### config.mk
export PLATFORM = sky130hd
export DESIGN_NAME = dmem_block_responder
export DESIGN_NICKNAME = d
export VERILOG_FILES = /design/src/rtl/dmem_block_responder.sv
export SDC_FILE = /design/constraint.sdc
export NUM_CORES = 2
export LEC_CHECK = 0
export ABC_AREA = 1
export BUFFER_PORTS_ARGS = -buffer_cell sky130_fd_sc_hd__buf_2
export CORE_AREA = 2 2 518 520
export CTS_CLUSTER_SIZE = 16
export DETAILED_ROUTE_END_ITERATION = 6
export DIE_AREA = 0 0 520 522
export SETUP_SLACK_MARGIN = 0.05
export SYNTH_ARGS = -nofsm -noshare
export SYNTH_HDL_FRONTEND = slang
export SYNTH_SLANG_ARGS = --single-unit
### constraint.sdc
create_clock -name clock -period 124.3 [get_ports clock]
set_input_delay 24.86 -clock clock [delete_from_list [all_inputs] [get_ports clock]]
set_output_delay 24.86 -clock clock [all_outputs]
set_load 0.01 [all_outputs]
### src/rtl/dmem_block_responder.sv
// Block-organised data memory responding to data-cache refill/write-back requests.
// Optional macro DMEM_STATS_EN adds saturating read/write completion counters.
module dmem_block_responder #(
  parameter int unsigned ADDR_W  = 6,
  parameter int unsigned DATA_W  = 32,
  parameter int unsigned LATENCY = 5
) (
  input  logic              clock,
  input  logic              reset,
  input  logic              mem_read,
  input  logic              mem_write,
  input  logic [ADDR_W-1:0] mem_address,
  input  logic [DATA_W-1:0] mem_writedata,
  output logic [DATA_W-1:0] mem_readdata,
  output logic              mem_busywait
`ifdef DMEM_STATS_EN
  ,
  output logic [15:0]       rd_count,
  output logic [15:0]       wr_count
`endif
);

  localparam int unsigned DEPTH = 1 << ADDR_W;
  localparam int unsigned CNT_W = (LATENCY > 1) ? $clog2(LATENCY) : 1;

  typedef enum logic [1:0] {IDLE, BUSY, ACK} state_t;

  state_t             state, state_next;
  logic [CNT_W-1:0]   count, count_next;
  logic               wr_q;
  logic [ADDR_W-1:0]  addr_q;
  logic [DATA_W-1:0]  data_q;
  logic [DATA_W-1:0]  mem [DEPTH];

  logic               busy_c;
  logic               latch_req;
  logic               enter_ack;
  logic               op_write;
  logic [ADDR_W-1:0]  op_addr;
  logic [DATA_W-1:0]  op_data;

  // Next-state logic; op_* select live inputs in IDLE so LATENCY==1 can complete directly.
  always_comb begin
    state_next = state;
    count_next = count;
    busy_c     = 1'b0;
    latch_req  = 1'b0;
    enter_ack  = 1'b0;
    op_write   = wr_q;
    op_addr    = addr_q;
    op_data    = data_q;
    case (state)
      IDLE: begin
        busy_c   = mem_read | mem_write;
        op_write = mem_write;
        op_addr  = mem_address;
        op_data  = mem_writedata;
        if (mem_read | mem_write) begin
          latch_req = 1'b1;
          if (LATENCY == 1) begin
            state_next = ACK;
            enter_ack  = 1'b1;
          end else begin
            state_next = BUSY;
            count_next = CNT_W'(LATENCY - 1);
          end
        end
      end
      BUSY: begin
        busy_c     = 1'b1;
        count_next = count - CNT_W'(1);
        if (count == CNT_W'(1)) begin
          state_next = ACK;
          enter_ack  = 1'b1;
          count_next = '0;
        end
      end
      ACK: begin
        state_next = IDLE;
      end
      default: begin
        state_next = IDLE;
      end
    endcase
  end

  // Stall drops the instant reset asserts, even with a request pending on the inputs.
  assign mem_busywait = busy_c & ~reset;

  always_ff @(posedge clock or posedge reset) begin
    if (reset) begin
      state        <= IDLE;
      count        <= '0;
      wr_q         <= 1'b0;
      addr_q       <= '0;
      data_q       <= '0;
      mem_readdata <= '0;
    end else begin
      state <= state_next;
      count <= count_next;
      if (latch_req) begin
        wr_q   <= mem_write;
        addr_q <= mem_address;
        data_q <= mem_writedata;
      end
      if (enter_ack && !op_write) begin
        mem_readdata <= mem[op_addr];
      end
    end
  end

  // Block array; a write is committed only on the edge entering ACK.
  always_ff @(posedge clock or posedge reset) begin
    if (reset) begin
      for (int unsigned i = 0; i < DEPTH; i++) begin
        mem[i] <= '0;
      end
    end else if (enter_ack && op_write) begin
      mem[op_addr] <= op_data;
    end
  end

`ifdef DMEM_STATS_EN
  always_ff @(posedge clock or posedge reset) begin
    if (reset) begin
      rd_count <= '0;
      wr_count <= '0;
    end else if (enter_ack) begin
      if (op_write) begin
        if (wr_count != 16'hFFFF) wr_count <= wr_count + 16'd1;
      end else begin
        if (rd_count != 16'hFFFF) rd_count <= rd_count + 16'd1;
      end
    end
  end
`endif

endmodule
Word level (Yosys, flattened, before mapping)
Index checks and enable logic that the tools add are counted.
{ "totals": {"reg_bits": 2124, "inputBits": 42, "out_inout_bits": 33} }
{ "classes": {"add_sub_neg": 1, "magnitude_cmp": 2, "n_eq_ne": 4, "n_mux": 20, "bitwise": 4, "reduce_logical": 8} }
{ "ops": {"columns": ["operator", "n"], "rows": [
  ["bitwise mux 2048 bit", 1],
  ["binary-select mux 32 bit (select 6 bit)", 1],
  ["demux 32 bit (select 6 bit)", 1],
  ["2-to-1 mux 32 bit", 4],
  ["greater-or-equal comparator 7 bit (second input constant)", 1],
  ["< comparator 7 x 1 -> 1 bit (second input constant)", 1],
  ["NOT 6 -> 7 bit", 1],
  ["2-to-1 mux 3 bit", 2],
  ["2-to-1 mux 6 bit", 1],
  ["case mux 3 bit (2 select lines)", 1],
  ["2-to-1 mux 1 bit", 5],
  ["2-to-1 mux 2 bit", 2],
  ["!= test 2 bit (second input constant)", 2],
  ["case mux 2 bit (2 select lines)", 1],
  ["AND reduction 2 bit", 2],
  ["== test 3 x 1 -> 1 bit (second input constant)", 1],
  ["logical AND 1 bit", 3],
  ["subtractor 3 x 1 -> 3 bit (second input constant)", 1],
  ["== test 2 x 1 -> 1 bit (second input constant)", 1],
  ["zero test 2 bit", 1],
  ["case mux 1 bit (2 select lines)", 1],
  ["nonzero test 2 bit", 1],
  ["bitwise AND 1 bit", 1],
  ["zero test 1 bit", 1],
  ["other kinds (2)", 2]
]} }

Logic depth before layout (Yosys ltp)
{ "logic_depth": {"ltp_word": 8, "depth_mapped": 16, "depth_no_buf": 15} }

Worst setup path before layout
Ideal clock, no wire load.
{ "synth_timing": {"path_type": "input to output", "startpoint": "in mem_write", "endpoint": "out mem_busywait", "arrival_ns": 25.468, "required_ns": 99.440, "setup_slack_ns": 73.972, "cell_stages": 4, "n_path_buf": 0, "cell_sequence": "o21ai_1 > inv_1 > nor2_1 > nor2_1"} }
{ "synth_via": {"elab_chain_cells": 3} }
{ "synth_lines": {"columns": ["item", "line_no", "source"], "rows": [
  ["from (decl)", "11", "input logic mem_write,"],
  ["bitwise OR 1 bit", "54", "busy_c = mem_read | mem_write;"],
  ["case mux 1 bit (2 select lines)", "52", "case (state)"],
  ["bitwise AND 1 bit", "88", "assign mem_busywait = busy_c & ~reset;"],
  ["to (decl)", "15", "output logic mem_busywait"]
]} }
Every way passes these cells.

Final worst setup path
Same ends and word-level chain as after synthesis.

==> run_results.csv <==
group,metric,value,unit
finish,stdcell_count,16500,
power,p_int,1.52,mW
global_routing,grt.total_usage,22.7,%
worst_setup_path,crit_path_max_fanout,4,
outcome,violations,"DRC",
worst_setup_path,cp_slowest_cell,"nor2_1",
placement,portBuffers,74,
synthesis,yosys.cell_count.top_type,"nand2_1",
sta,rsz0062_at_grt,"no",
power,vdd_ir_drop_max,33.6,µV
power,combPwrFrac,44.1,%
flow_run,cap_violations,0,
route,dr.pass1.iters,7,
clock_tree,post_cts_resized,0,
placement,dpl.cell_count,16100,
floorplan,die_area,271000,µm²
power,leakagePower,53.1,nW
global_routing,antenna_found_initial,6,
synthesis,yosys_register_bits,2124,
sta,tns,0,ns
power,power.switching,1.26,mW
synthesis,yosys.area.top_type_share,52.9,%
floorplan,start_util,37.7,%
power,switching_share,45.4,%
floorplan,core,266000,µm²
synthesis,netlist_top_cells_count,"nand2_1 (4430), dfrtp_1 (2124), o21ai_0 (2088)",
clock_tree,insertion_delay,0.92,ns
worst_hold_path,hp-class,"flip-flop to flip-flop",
worst_setup_path,critical_path.cell_chain,"buf_2, o21ai_4, inv_1, nor2_1, nor2_1, buf_2",
sta,hold_viol_final,0,
worst_setup_path,critPathBufInv,3,
synthesis,synthesis.nets,13300,
worst_setup_path,cp-start-kind,"input port",
power,pwr-share-seq,30.5,%
route,wl_per_cell,18.5,µm
worst_setup_path,path_class,"input port to output port",
clock_tree,cts_tree,"done",
worst_setup_path,critPathCaptureType,"output port",
sta,worstMarginPinSlew,1.13,ns
worst_setup_path,max_stage_delay,0.22,ns
power,clkPwrFrac,25.4,%
clock_tree,cts_setup_buffers,0,
synthesis,syn-mean-instance-area,7.59,µm²
worst_setup_path,critPathTopFamily,"buffers and inverters",
synthesis,postSynthCellCount,13200,
global_routing,grt_overflow,0,
outcome,outcome,"finished, violations left",
floorplan,die_h,522,µm
synthesis,ys_types,25,
route,num_vias,81500,
synthesis,synthFlopType,"dfrtp_1",
route,route.detailed.drc,4,
worst_setup_path,required,99.44,ns
synthesis,ys_top_cells_by_area,"dfrtp_1 (53%), nand2_1 (17%), o21ai_0 (10%)",
global_routing,grt_max_degree,163,
power,p_per_area,24.9,nW/µm²
clock_tree,cts_made_buffers,228,
clock_tree,clkSinkCount,2124,
clock_tree,htreeDepth,4,
synthesis,synth-edff-count,0,
route,vias_per_cell,4.93,
synthesis,yosysSeqAreaShare,52.9,%
clock_tree,cts-root-buf,"clkbuf_16",
sta,final_max_slew_viol_count,0,
route,routed_wl,306,mm
sta,relSlewSlack,24.5,%
route,drt_iter0_drc,7584,
synthesis,yosysTopAreaCell,"dfrtp_1",
sta,setup_viol,0,
finish,final_nets,12800,
clock_tree,hold_buffers,0,
synthesis,ys_warn_count,0,
worst_setup_path,r2r_slack,117.60,ns
floorplan,rows,190,
placement,gp_congestion,0.818,
finish,drive_gt1_share,8.36,%
clock_tree,clkSlewWorstSetupHoldPaths,0.05,ns
route,ant_nets,0,
sta,max_freq,19.8,MHz
sta,finalCritPeriodShare,40.6,%
sta,period_minus_slack,50.50,ns
finish,area_growth,11.1,%
global_routing,grt_pass1_wl,476,mm
floorplan,io_pins,75,
placement,dp_hpwl,168,mm
floorplan,die_width,520,µm
global_routing,first_global_vias,77200,
worst_setup_path,worstPathArrival,25.64,ns
synthesis,mappedNetlistArea,101000,µm²
clock_tree,clock_path_buffers,3,
sta,fin_worst_skew,0.0315,ns
synthesis,synthArstFlopShare,100,%
[power by group through the flow]
stage / Clock (mW) / Sequential [mW] / Combinational (mW)
6_report: 0.706 / 0.847 / 1.22
3_3_place_gp: 0 / 0.856 / 1.21
4_1_cts: 0.717 / 0.847 / 1.21
3_5_place_dp: 0 / 0.858 / 1.21
2_1_floorplan: 0 / 0.854 / 0.752
5_1_grt: 0.746 / 0.861 / 1.34
[cells by family after synthesis]
group	count (synthesis)	share of synthesized area, %
buffers and inverters	2702	10.2
DFF	2124	52.9
adders and majority gates	2	0.0249
and+or+nand+nor	6028	24.7
AOI/OAI and AO/OA	2393	12.2
[layout make-up]
class                           instances  area (µm²)
Clock buffer                          361        7130
Tap cell                             3552        4440
Antenna cell                            6        15.0
Inverter                             1738        6530
Sequential cell                      2124       53200
Timing Repair Buffer                  279        1980
Fill cell                           27300      155000
Clock inverter                         64         727
Multi-Input combinational cell       8423       37600
[layout by cell type (no fill, tap or decap), types with 166 or more instances in the layout]
master | netlist | layout
nand2_1 | 4430 | 4394
o21ai_1 | 198 | 166
dfrtp_1 | 2124 | 2124
nor2_1 | 263 | 260
or2_2 | 306 | 306
clkbuf_16 | 0 | 232
buf_4 | 1 | 199
inv_1 | 1735 | 1734
nand3_1 | 940 | 940
o21ai_0 | 2088 | 2087
[per-stage QoR]
step           util (%)  hold slack (ns)  power (mW)  instance area (µm²)  setup WS [ns]
2_1_floorplan         -            0.446        1.61               101000          39.44
3_3_place_gp       38.9            0.458        2.06               104000          73.78
3_5_place_dp       38.9            0.465        2.07               104000          73.78
4_1_cts            41.9            0.480        2.78               112000          73.77
5_1_grt            41.9            0.491        2.95               112000          73.70
6_report           41.9            0.473        2.78               112000          73.80
[path summary, 6_finish.rpt]
kind	from	end	depth (start not counted)
min in group asynchronous	reset	count[2]	2
hold reg to reg	mem[1587]	mem[1587]	2
setup reg to reg	state[1]	mem_readdata[28]	16
hold / removal	mem[1587]	mem[1587]	2
max in group asynchronous	reset	mem[357]	7
setup / recovery	mem_write	mem_busywait	6
[worst min-delay path: stages, from the launching register on]
cell and delay (ns):
dfrtp_1 0.33, nand2_1 0.05, o21ai_0 0.05
[state kept, by name (all words and copies together), names as in the netlist]
register and cells:
state 2, mem 2048, wr_q 1, mem_readdata 32
addr_q 6, data_q 32, count 3
[routing by layer]
layer	wire length, µm	global-route usage (%)
met1	143000	32.4
met3	18300	3.01
met5	0	0
met2	135000	35.3
met4	10000	7.89
Note: power is estimated with default switching activity, not from simulation.
